$ cat config.mk
export PLATFORM = sky130hd
export DESIGN_NAME = scalar_divide
export DESIGN_NICKNAME = d
export VERILOG_FILES = /design/src/rtl/scalar_divide.sv
export SDC_FILE = /design/constraint.sdc
export NUM_CORES = 1
export LEC_CHECK = 0
export BUFFER_PORTS_ARGS = -buffer_cell sky130_fd_sc_hd__buf_2
export CAP_MARGIN = 10
export CORE_AREA = 2 2 398 400
export CTS_BUF_LIST = sky130_fd_sc_hd__clkbuf_8
export CTS_CLUSTER_DIAMETER = 150
export DETAILED_ROUTE_END_ITERATION = 10
export DIE_AREA = 0 0 400 402
export GPL_TIMING_DRIVEN = 0
export PLACE_DENSITY = 0.35
export SKIP_LAST_GASP = 1
export SYNTH_ARGS = -nofsm -noshare
export SYNTH_HDL_FRONTEND = slang
export SYNTH_SLANG_ARGS = --single-unit
$ cat constraint.sdc
create_clock -name clk -period 5.4 [get_ports clk]
set_input_delay 1.08 -clock clk [delete_from_list [all_inputs] [get_ports clk]]
set_output_delay 1.08 -clock clk [all_outputs]
set_load 0.05 [all_outputs]
$ cat src/rtl/scalar_divide.sv
// scalar_divide: divides every complex element of a matrix beat by the constant SCALAR.
// Each component is truncated toward zero. A single-entry output register sits between
// the two AXI-Stream interfaces, so a result appears one cycle after its beat is accepted.
//
// Ports:
//   clk            rising-edge clock
//   reset_n        synchronous active-low reset
//   s_axis_tdata   input matrix, element e = row*MAT_WIDTH+col at [e*ELEMENT_SIZE +: ELEMENT_SIZE]
//                  (real = low half, imag = high half, both two's complement)
//   s_axis_tvalid  input beat valid
//   s_axis_tready  block can accept a beat (combinational from the output register state)
//   s_axis_tlast   sideband carried with the beat
//   s_axis_tuser   sideband carried with the beat
//   m_axis_tdata   quotient matrix, same layout as the input
//   m_axis_tvalid  result valid
//   m_axis_tready  downstream accepts the result
//   m_axis_tlast   registered copy of s_axis_tlast
//   m_axis_tuser   registered copy of s_axis_tuser
module scalar_divide #(
  parameter int unsigned MAT_WIDTH    = 4,
  parameter int unsigned MAT_HEIGHT   = 4,
  parameter int unsigned ELEMENT_SIZE = 32,
  parameter int unsigned SCALAR       = 256
) (
  input  logic                                        clk,
  input  logic                                        reset_n,
  input  logic [MAT_WIDTH*MAT_HEIGHT*ELEMENT_SIZE-1:0] s_axis_tdata,
  input  logic                                        s_axis_tvalid,
  output logic                                        s_axis_tready,
  input  logic                                        s_axis_tlast,
  input  logic                                        s_axis_tuser,
  output logic [MAT_WIDTH*MAT_HEIGHT*ELEMENT_SIZE-1:0] m_axis_tdata,
  output logic                                        m_axis_tvalid,
  input  logic                                        m_axis_tready,
  output logic                                        m_axis_tlast,
  output logic                                        m_axis_tuser
);

  localparam int unsigned H        = ELEMENT_SIZE / 2;
  localparam int unsigned NUM_ELEM = MAT_WIDTH * MAT_HEIGHT;
  localparam int unsigned N        = NUM_ELEM * ELEMENT_SIZE;
  localparam bit          IS_POW2  = ((SCALAR & (SCALAR - 1)) == 0);
  localparam int unsigned SHIFT    = $clog2(SCALAR);

  // Parameter legality: even element width, and a divisor that fits as a positive H-bit value.
  if ((ELEMENT_SIZE % 2) != 0 || ELEMENT_SIZE < 4) begin : g_bad_element_size
    $error("scalar_divide: ELEMENT_SIZE must be even and at least 4");
  end
  if (SCALAR < 1 || 64'(SCALAR) > ((64'(1) << (H - 1)) - 64'(1))) begin : g_bad_scalar
    $error("scalar_divide: SCALAR must satisfy 1 <= SCALAR <= 2^(H-1)-1");
  end

  logic [N-1:0] quot;
  logic         accept;

  // Per-component truncating divider, purely combinational ahead of the output register.
  for (genvar e = 0; e < int'(NUM_ELEM); e++) begin : g_elem
    for (genvar c = 0; c < 2; c++) begin : g_comp
      logic [H-1:0] x;
      assign x = s_axis_tdata[e*ELEMENT_SIZE + c*H +: H];

      if (IS_POW2) begin : g_shift
        // Biasing negative inputs by SCALAR-1 turns the flooring shift into truncation.
        // No overflow: a negative x plus at most 2^(H-1)-2 stays inside the H-bit range.
        logic [H-1:0] biased;
        assign biased = x + (x[H-1] ? H'(SCALAR - 1) : '0);
        assign quot[e*ELEMENT_SIZE + c*H +: H] = H'($signed(biased) >>> SHIFT);
      end else begin : g_div
        // Signed division truncates toward zero; SCALAR > 1 here so no overflow case exists.
        assign quot[e*ELEMENT_SIZE + c*H +: H] = H'($signed(x) / $signed(H'(SCALAR)));
      end
    end
  end

  // One-deep output register: a new beat fits whenever the slot is empty or being drained.
  assign s_axis_tready = !m_axis_tvalid || m_axis_tready;
  assign accept        = s_axis_tvalid && s_axis_tready;

  // Output register; payload only moves on an accepted beat so it holds through stalls and idles.
  always_ff @(posedge clk) begin
    if (!reset_n) begin
      m_axis_tvalid <= 1'b0;
      m_axis_tdata  <= '0;
      m_axis_tlast  <= 1'b0;
      m_axis_tuser  <= 1'b0;
    end else if (accept) begin
      m_axis_tvalid <= 1'b1;
      m_axis_tdata  <= quot;
      m_axis_tlast  <= s_axis_tlast;
      m_axis_tuser  <= s_axis_tuser;
    end else if (m_axis_tready) begin
      m_axis_tvalid <= 1'b0;
    end
  end

endmodule

==> results of run 1 <==
-- worst min-delay path by stage --
stage / end / slack (ps) / depth (start not counted)
after floorplan: m_axis_tdata[385]$_SDFFE_PN0P_ / 670 / 2
after global placement: m_axis_tdata[336]$_SDFFE_PN0P_ / 440 / 2
final: m_axis_tdata[256]$_SDFFE_PN0P_ / 450 / 2
after CTS: m_axis_tdata[256]$_SDFFE_PN0P_ / 450 / 2
after detailed placement: m_axis_tdata[256]$_SDFFE_PN0P_ / 440 / 2
after global routing: m_axis_tdata[384]$_SDFFE_PN0P_ / 470 / 2
-- critical path, delay by kind of cell --
family | cells | cell delay, ps
compound gates | 4 | 1820
simple gates | 1 | 290
buf+inv | 1 | 250
fa+ha+maj | 1 | 380
xor+xnor | 1 | 260
-- layout make-up --
| cell class | count | area (sq um) | area share (%) |
|---|---|---|---|
| Sequential cell | 259 | 5180 | 18.3 |
| Tap cell | 2072 | 2590 | 9.15 |
| Buffer | 341 | 2260 | 7.98 |
| Antenna cell | 6 | 15.0 | 0.0530 |
| Clock buffer | 76 | 1050 | 3.69 |
| Clock inverter | 27 | 168 | 0.591 |
| Multi-Input combinational cell | 1690 | 11600 | 41.0 |
| Timing Repair Buffer | 1038 | 5280 | 18.6 |
| Inverter | 44 | 165 | 0.583 |
-- registers in the layout, indices dropped and copies added (netlist names) --
register and count:
m_axis_tlast 1, m_axis_tuser 1, m_axis_tvalid 1, m_axis_tdata 256
-- routing by layer --
metal / vias up / global-route usage [%] / wire length, microns
met4: 22 / 2.63 / 1860
met1: 9865 / 17.5 / 51300
li1: 10357 / - / -
met2: 632 / 24.8 / 58400
met3: 134 / 3.64 / 7900
met5: - / 0 / 146
-- placed cells by master (no fill, tap or decap), drive strengths merged, types with 5 or more instances in the layout --
cell,instances
buf,1304
clkinv,6
a2111oi,12
o21bai,10
and4,5
a31o,6
dfxtp,259
o21a,16
or3,7
diode,6
o22ai,14
a31oi,10
nand4,53
nor3b,25
nand2b,9
nor2b,16
a311o,7
a22oi,8
nand3,85
xor2,29
a211oi,42
a21oi,281
a311oi,11
nor3,27
nand2,122
a221o,7
inv,61
and3,27
clkbuf,151
xnor2,186
a21o,13
nor2,155
o21ai,236
ha,224
o211ai,5
and2,9
mux2i,5
-- cell families (layout without fill, tap and decap cells) --
logic type                 after synthesis  after routing  synth area share [%]
AOI/OAI and AO/OA                      699            699                  21.9
xor gates and xnor gates               215            215                  9.80
adders and majority gates              224            224                  14.6
buffers and inverters                  385           1526                  12.5
DFF                                    259            259                  27.0
muxes                                    5              5                 0.260
other                                    0              6                     0
and+or+nand+nor                        547            547                  13.9
-- power by group --
part / internal (mW) / switching, mW
sequential: 2.08 / 0.150
clock: 1.34 / 1.09
combinational: 0.907 / 2.16
total: 4.32 / 3.40
-- Yosys cell counts (38+ instances only) --
cell type / number
a21oi_1: 281
dfxtp_1: 259
buf_4: 256
ha_1: 224
o21ai_0: 204
xnor2_1: 186
nor2_1: 155
nand2_1: 122
nand3_1: 85
clkbuf_1: 75
nand4_1: 53
inv_1: 43
a211oi_1: 38
==> run_results.csv, run 1 <==
group,metric,value,unit
timing,slew_violations,0,
clock_tree,cts_hold_buf,0,
critical_path,max_stage_delay,770,ps
synth,yosys_warnings,0,
critical_path,worstPathRequired,5960,ps
global_routing,grt_max_degree,16,
synth,synth.ff_latch_count,259,
global_routing,grt_usage,14.2,%
finish,fin_cells,5553,
clock_tree,cts.sinks,259,
timing,worstMarginPinSlew,1150,ps
place,dpl_cell_area,27100,sq um
drt,num_vias,21010,
clock_tree,cts_made_buffers,60,
timing,finalHoldViolCount,0,
synth,netlist_top_cells_area,"dfxtp_1, ha_1, buf_4",
drt,drtIter0Drc,940,
global_routing,grt_antenna_before_repair,38,
floorplanning,fp.dieH,402,microns
floorplanning,row_count,146,
timing,timing.fmax,281,MHz
critical_path,crit_slowest_cell,"a21boi_0",
timing,period_share,65.9,%
synth,async_reset_ff_share,0,%
clock_tree,clock_latency,730,ps
worst_hold_path,hold_path_class,"reg2reg",
timing,rsz0062_at_grt,"no",
timing,clock_skew,38.3,ps
timing,holdWs,453,ps
pwr,p_total,7.72,mW
place,hpwl,101000,microns
critical_path,crit_start,"s_axis_tdata[287]",
pwr,powerDensity,272,nW/um^2
finish,nets,4176,
floorplanning,num_io_pins,1034,
critical_path,cp-end-kind,"register",
critical_path,rr_startpoint,"m_axis_tvalid$_SDFFE_PN0P_",
job,cap_violations,0,
timing,finalWorstPathRequiredPeriod,3560,ps
synth,netlist_instances,2334,
critical_path,path_max_fanout,11,
drt,viasPerCell,3.78,
pwr,ir_worst_vdd,0.000162,V
finish,fin_util,18.0,%
synth,yosysUniqueCellTypes,64,
synth,avgSynthCellArea,8.24,sq um
global_routing,grt_pass1_wl,160000,microns
timing,final.setup.tns,0,ps
finish,layout-drive-gt1-share,41.3,%
floorplanning,die_w,400,microns
finish,fin_area,28300,sq um
synth,yosysSeqAreaShare,27.0,%
clock_tree,cts_tree,"yes",
critical_path,worst-setup-path-type,"in2reg",
synth,synth-edff-count,0,
synth,yosysTopAreaCell,"dfxtp_1",
status,status,"finished clean",
clock_tree,cts-root-buf,"clkbuf_8",
critical_path,crit_end,"m_axis_tdata[276]$_SDFFE_PN0P_",
synth,synthFlopType,"dfxtp_1",
timing,final-setup-viol-count,0,
clock_tree,cts_setup_buffers,0,
drt,drt_first_pass_iters,4,
drt,wl,120000,microns
critical_path,cp_data_arrival_time,4120,ps
drt,drt-wirelength-per-cell,21.5,microns
drt,ant_nets,0,
clock_tree,ctsResizeCount,0,
critical_path,ff2ff_setup_slack,2040,ps
synth,synth_nets,3076,
timing,maxSlewHeadroom,23.4,%
pwr,p_leak,13.4,nW
finish,area_growth,47.5,%
global_routing,grt_pass1_vias,20212,
floorplanning,die_area,161000,sq um
worst_hold_path,hp-start,"m_axis_tdata[256]$_SDFFE_PN0P_",
clock_tree,clockBufferDepth,3,
clock_tree,h-tree-depth,2,
synth,synth_top_cell_area_share,27.0,%
place,pre_cts_ws,678,ps
place,port_buffers,1032,
critical_path,path_cells,"buf_2 -> ha_1 -> nand3_1 -> a21oi_1 -> o311ai_1 -> a21boi_0 -> xnor2_1 -> a21oi_1",
timing,finalWorstSetupSlack,1840,ps
global_routing,gr-total-overflow,0,
critical_path,timing.critical_path.mode_cell,"a21oi_1",
critical_path,reg2reg_depth,7,
synth,synthesis.area,19200,sq um
critical_path,r2r_end,"m_axis_tdata[480]$_SDFFE_PN0P_",
finish,fillers,18007,
place,gp_congestion,0.835,
place,placed_cells,5444,
floorplanning,initial_utilization,12.2,%
critical_path,start_kind,"input port",
floorplanning,fp.coreArea,157000,sq um
clock_tree,clk_pin_slew,60,ps
drt,drc,0,
Power figures use the tool's default switching activity.
==> run 2, diff against run 1 <==
--- a/config.mk
+++ b/config.mk
@@ -5,15 +5,16 @@
 export SDC_FILE = /design/constraint.sdc
 export NUM_CORES = 1
 export LEC_CHECK = 0
+export ABC_AREA = 1
 export BUFFER_PORTS_ARGS = -buffer_cell sky130_fd_sc_hd__buf_2
 export CAP_MARGIN = 10
-export CORE_AREA = 2 2 398 400
+export CORE_AREA = 2 2 405 407
 export CTS_BUF_LIST = sky130_fd_sc_hd__clkbuf_8
 export CTS_CLUSTER_DIAMETER = 150
 export DETAILED_ROUTE_END_ITERATION = 10
-export DIE_AREA = 0 0 400 402
+export DIE_AREA = 0 0 407 409
 export GPL_TIMING_DRIVEN = 0
-export PLACE_DENSITY = 0.35
+export PLACE_DENSITY = 0.42
 export SKIP_LAST_GASP = 1
 export SYNTH_ARGS = -nofsm -noshare
 export SYNTH_HDL_FRONTEND = slang
==> constraint.sdc (replaced) <==
create_clock -name clk -period 3.45 [get_ports clk]
set_input_delay 0.69 -clock clk [delete_from_list [all_inputs] [get_ports clk]]
set_output_delay 0.69 -clock clk [all_outputs]
set_load 0.05 [all_outputs]
==> run_results.csv, run 2 <==
group,metric,value,unit
status,status,"finished clean",
drt,drtIter0Drc,1701,
finish,area_growth,31.0,%
pwr,switchingPower,6.30,mW
finish,nets,7318,
synth,yosysUniqueCellTypes,31,
finish,fin_cells,8818,
floorplanning,die_area,166000,sq um
critical_path,max_stage_delay,660,ps
timing,finalWorstPathRequiredPeriod,2580,ps
finish,fin_util,24.3,%
finish,fillers,18907,
timing,timing.fmax,388,MHz
pwr,clkPwrFrac,30.6,%
clock_tree,cts-root-buf,"clkbuf_8",
critical_path,path_cells,"buf_4 -> buf_2",
critical_path,critPathBufInv,2,
finish,top_register,"m_axis_tdata",
timing,period_share,74.8,%
floorplanning,fp.dieH,409,microns
place,gp_congestion,0.922,
drt,drt_first_pass_iters,5,
synth,synth_top_cell_area_share,23.5,%
timing,finalWorstSetupSlack,869,ps
timing,slew_violations,0,
drt,ant_nets,0,
drt,drt-wirelength-per-cell,17.2,microns
critical_path,cp_top_family,"flip-flops",
clock_tree,cts_hold_buf,0,
pwr,ir_worst_vdd,0.000257,V
clock_tree,clk_pin_slew,60,ps
clock_tree,cts_tree,"yes",
global_routing,grt_pass1_wl,217000,microns
critical_path,cp-end-kind,"output pin",
timing,worstMarginPinSlew,1050,ps
pwr,p_int,7.50,mW
pwr,p_leak,24.0,nW
finish,largest_reg_flops,256,
clock_tree,cts_made_buffers,58,
place,port_buffers,1032,
clock_tree,clockBufferDepth,3,
clock_tree,cts_setup_buffers,0,
pwr,p_comb_share,44.2,%
global_routing,gr-total-overflow,0,
drt,drc,0,
critical_path,path_max_fanout,10,
timing,final.setup.tns,0,ps
worst_hold_path,hold_path_class,"in2reg",
floorplanning,num_io_pins,1034,
global_routing,grt_pass1_vias,34365,
synth,async_reset_ff_share,0,%
synth,netlist_top_cells_area,"nand2_1, dfxtp_1, inv_1",
place,pre_cts_ws,508,ps
synth,synth.ff_latch_count,259,
critical_path,cp_data_arrival_time,1890,ps
global_routing,grt_usage,17.5,%
timing,maxSlewHeadroom,30.1,%
critical_path,worst-setup-path-type,"reg2out",
global_routing,grt_max_degree,17,
timing,rsz0062_at_grt,"no",
finish,final_common_cell,"nand2_1",
floorplanning,row_count,148,
drt,num_vias,35980,
synth,yosys_warnings,0,
floorplanning,initial_utilization,18.6,%
finish,fin_area,39400,sq um
global_routing,grt_antenna_before_repair,77,
floorplanning,die_w,407,microns
clock_tree,h-tree-depth,2,
place,dpl_cell_area,38000,sq um
synth,synthTopCellsByCount,"nand2_1, inv_1, nor2_1, a21oi_1, nand3_1",
critical_path,start_kind,"register",
timing,clock_skew,37.3,ps
pwr,p_total,13.8,mW
synth,netlist_instances,5482,
pwr,p_sw_share,45.7,%
place,placed_cells,8691,
synth,synth_nets,6224,
drt,viasPerCell,4.08,
synth,yosysTopAreaCell,"nand2_1",
finish,layout-drive-gt1-share,23.4,%
synth,synthesis.area,30100,sq um
synth,synth-edff-count,0,
clock_tree,clock_latency,720,ps
timing,finalHoldViolCount,0,
synth,yosysSeqAreaShare,17.2,%
drt,wl,151000,microns
critical_path,worstPathRequired,2760,ps
floorplanning,fp.coreArea,162000,sq um
pwr,seq_power_share,25.2,%
timing,final-setup-viol-count,0,
finish,final_cell_mix,"nand2_1, buf_2, inv_1",
critical_path,crit_slowest_cell,"dfxtp_1",
job,cap_violations,0,
pwr,powerDensity,350,nW/um^2
synth,synthFlopType,"dfxtp_1",
timing,holdWs,295,ps
synth,yosysMostFrequentCell,"nand2_1",
synth,avgSynthCellArea,5.49,sq um
place,hpwl,129000,microns
clock_tree,cts.sinks,259,
clock_tree,ctsResizeCount,0,
[run 2: cell types whose count changed in the layout (fill, tap and decap cells not counted), sizes merged, moves of 27 or more]
cell	delta
a211oi	-42
xnor2	-186
nand3	+226
and3	-27
nor3	+73
xor2	-29
nand3b	+59
a21oi	+67
buf	+40
inv	+1007
nor2	+334
nand2	+1775
clkbuf	-56
[run 2: area by class of cell]
class	count	area [sq um]	share of cell area (%)
repair buffers	1034	5210	13.2
well taps	2175	2720	6.90
flip-flops and latches	259	5180	13.2
inverters	1056	3970	10.1
multi-input cells	3827	18500	47.0
clock inverters	39	455	1.16
diodes	23	57.6	0.146
plain buffers	340	2420	6.14
clock buffers	65	895	2.27
[run 2: per-layer routing]
layer,GRT usage (%),wire length [microns],vias to the layer above
met5,0,276,-
met4,4.31,3470,40
met3,4.16,9960,225
met2,31.6,74600,909
met1,20.5,63100,15862
li1,-,-,18944
[run 2: kinds of logic (layout without fill, tap and decap cells)]
family	Yosys count	after routing	share of synthesized area (%)
AO/OA/AOI/OAI	635	635	11.1
adder cells (fa/ha/maj)	224	224	9.31
buffers and inverters	1396	2534	21.2
flip-flops	259	259	17.2
other	0	23	0
AND/OR/NAND/NOR	2968	2968	41.1
[run 2: worst paths after layout]
path | cells after the start | from | slack [ps] | end
worst max-delay path | 2 | m_axis_tdata[287]$_SDFFE_PN0P_ | 870 | m_axis_tdata[283]
worst min-delay path | 3 | s_axis_tlast | 290 | m_axis_tlast$_SDFFE_PN0P_
worst max register to register | 8 | m_axis_tvalid$_SDFFE_PN0P_ | 1080 | m_axis_tdata[495]$_SDFFE_PN0P_
worst min register to register | 2 | m_axis_tlast$_SDFFE_PN0P_ | 490 | m_axis_tlast$_SDFFE_PN0P_
[run 2: power groups by stage]
stage / combinational, mW / clock (mW) / sequential, mW
after floorplan: 3.34 / 0 / 4.36
after global placement: 6.15 / 0 / 3.54
after detailed placement: 6.15 / 0 / 3.55
after CTS: 6.17 / 4.47 / 3.49
after global routing: 6.69 / 4.54 / 3.52
final: 6.10 / 4.22 / 3.48
[run 2: worst reg2reg max path: stages (launching register included)]
cell     delay, ps
dfxtp_1        330
nand2_4        120
nand2_4        100
inv_4          170
buf_4          300
buf_2          650
nand3_1        390
nand2_1        150
inv_1           40
==> run 3, diff against run 2 <==
--- a/config.mk
+++ b/config.mk
@@ -14,7 +14,7 @@
 export DETAILED_ROUTE_END_ITERATION = 10
 export DIE_AREA = 0 0 407 409
 export GPL_TIMING_DRIVEN = 0
-export PLACE_DENSITY = 0.42
+export PLACE_DENSITY = 0.43
 export SKIP_LAST_GASP = 1
 export SYNTH_ARGS = -nofsm -noshare
 export SYNTH_HDL_FRONTEND = slang
==> constraint.sdc (replaced) <==
create_clock -name clk -period 2.1 [get_ports clk]
set_input_delay 0.42 -clock clk [delete_from_list [all_inputs] [get_ports clk]]
set_output_delay 0.42 -clock clk [all_outputs]
set_load 0.05 [all_outputs]
==> run_results.csv, run 3 (synthesis results as in run 2) <==
group,metric,value,unit
place,hpwl,129000,microns
pwr,powerDensity,572,nW/um^2
drt,drtIter0Drc,1642,
drt,viasPerCell,4.08,
drt,drt-wirelength-per-cell,17.0,microns
clock_tree,cts-root-buf,"clkbuf_8",
critical_path,path_max_fanout,10,
place,gp_congestion,0.922,
finish,final_common_cell,"nand2_1",
drt,num_vias,36278,
clock_tree,cts_made_buffers,60,
global_routing,grt_antenna_before_repair,59,
timing,period_share,95.2,%
critical_path,crit_slowest_cell,"dfxtp_1",
global_routing,gr-total-overflow,0,
finish,final_cell_mix,"nand2_1, buf_2, inv_1",
finish,layout-drive-gt1-share,23.9,%
critical_path,critPathBufInv,3,
timing,maxSlewHeadroom,17.4,%
global_routing,grt_pass1_vias,34121,
clock_tree,cts.sinks,259,
finish,fin_area,40200,sq um
floorplanning,die_w,407,microns
place,port_buffers,1032,
global_routing,grt_pass1_wl,216000,microns
floorplanning,fp.dieH,409,microns
global_routing,grt_usage,17.4,%
timing,finalWorstPathRequiredPeriod,2000,ps
critical_path,cp_data_arrival_time,2590,ps
clock_tree,h-tree-depth,2,
place,placed_cells,8690,
timing,timing.fmax,500,MHz
floorplanning,row_count,148,
global_routing,grt_max_degree,17,
pwr,ir_worst_vdd,0.000421,V
timing,final-setup-viol-count,0,
drt,drc,0,
clock_tree,clk_pin_slew,60,ps
finish,top_register,"m_axis_tdata",
timing,slew_violations,0,
job,cap_violations,0,
finish,fin_cells,8882,
critical_path,cp_top_family,"buffers and inverters",
finish,nets,7378,
critical_path,path_cells,"nand2_4 -> nand2_4 -> inv_4 -> buf_4 -> buf_4 -> nand2_1 -> nor2_1 -> nor2_1",
critical_path,cp-end-kind,"register",
worst_hold_path,hold_path_class,"in2reg",
clock_tree,clock_latency,720,ps
finish,largest_reg_flops,256,
floorplanning,initial_utilization,18.6,%
timing,worstMarginPinSlew,1240,ps
drt,wl,151000,microns
finish,multi_input_area,18500,sq um
status,status,"finished clean",
floorplanning,num_io_pins,1034,
clock_tree,clockBufferDepth,3,
finish,seq_area,5270,sq um
drt,drt_first_pass_iters,7,
critical_path,start_kind,"register",
pwr,p_leak,24.3,nW
drt,ant_nets,0,
floorplanning,fp.coreArea,162000,sq um
finish,area_growth,33.6,%
timing,rsz0062_at_grt,"yes",
timing,finalHoldViolCount,0,
clock_tree,cts_tree,"yes",
place,dpl_cell_area,38000,sq um
floorplanning,die_area,166000,sq um
timing,clock_skew,30.2,ps
finish,fillers,18832,
critical_path,worst-setup-path-type,"reg2reg",
critical_path,worstPathRequired,2690,ps
critical_path,max_stage_delay,380,ps
run 3: stage by stage:
stage | setup TNS [ps] | total power [mW] | hold WS, ps | util, % | worst slack (ps)
2_1_floorplan | 0 | 12.6 | 583 | - | 423
3_3_place_gp | -30430 | 16.0 | 475 | 23.4 | -720
3_5_place_dp | -27780 | 16.0 | 478 | 23.4 | -755
4_1_cts | -128 | 23.5 | 1.60 | 24.8 | -115
5_1_grt | -12.5 | 24.6 | 25.0 | 24.8 | -12.5
6_report | 0 | 23.0 | 103 | 24.8 | 101
run 3: routing by layer:
metal | up-vias | part of all wire (%) | GRT usage, %
li1 | 19067 | - | -
met1 | 16041 | 41 | 20.0
met2 | 918 | 50 | 31.8
met3 | 216 | 6.7 | 4.17
met4 | 36 | 2.3 | 4.39
met5 | - | 0.16 | 0
run 3: final cells by class:
type	instances	area share, %
Multi-Input combinational cell	3827	46.1
Timing Repair Buffer	1092	14.4
Sequential cell	259	13.1
Inverter	1056	9.86
Tap cell	2175	6.77
Buffer	340	6.11
Clock buffer	72	2.46
Clock inverter	41	1.05
Antenna cell	20	0.124
run 3: final timing paths:
| kind | end | startpoint | depth (start not counted) | slack (ps) |
|---|---|---|---|---|
| max | m_axis_tdata[485]$_SDFFE_PN0P_ | m_axis_tvalid$_SDFFE_PN0P_ | 8 | 100 |
| max reg2reg | m_axis_tdata[485]$_SDFFE_PN0P_ | m_axis_tvalid$_SDFFE_PN0P_ | 8 | 100 |
| min | m_axis_tdata[36]$_SDFFE_PN0P_ | s_axis_tdata[44] | 4 | 100 |
| min reg2reg | m_axis_tlast$_SDFFE_PN0P_ | m_axis_tlast$_SDFFE_PN0P_ | 2 | 490 |
run 3: power by group:
part / switching, mW / total [mW] / internal [mW]
clock network: 2.96 / 7.09 / 4.13
registers: 0.398 / 5.74 / 5.34
logic: 7.16 / 10.1 / 2.98
total: 10.5 / 23.0 / 12.5
run 3: repair_timing:
action	in CTS	in global routing
pin swaps	0	0
hold buffers	59	0
hold endpoints to repair	59	0
endpoints found under the setup margin	313	9
setup buffers	0	0
resized for setup	69	6
run 3: worst min-delay path, cell delays in order:
cell	delay, ps
buf_2	120
nor2_1	50
nor2_1	110
nor2_1	60
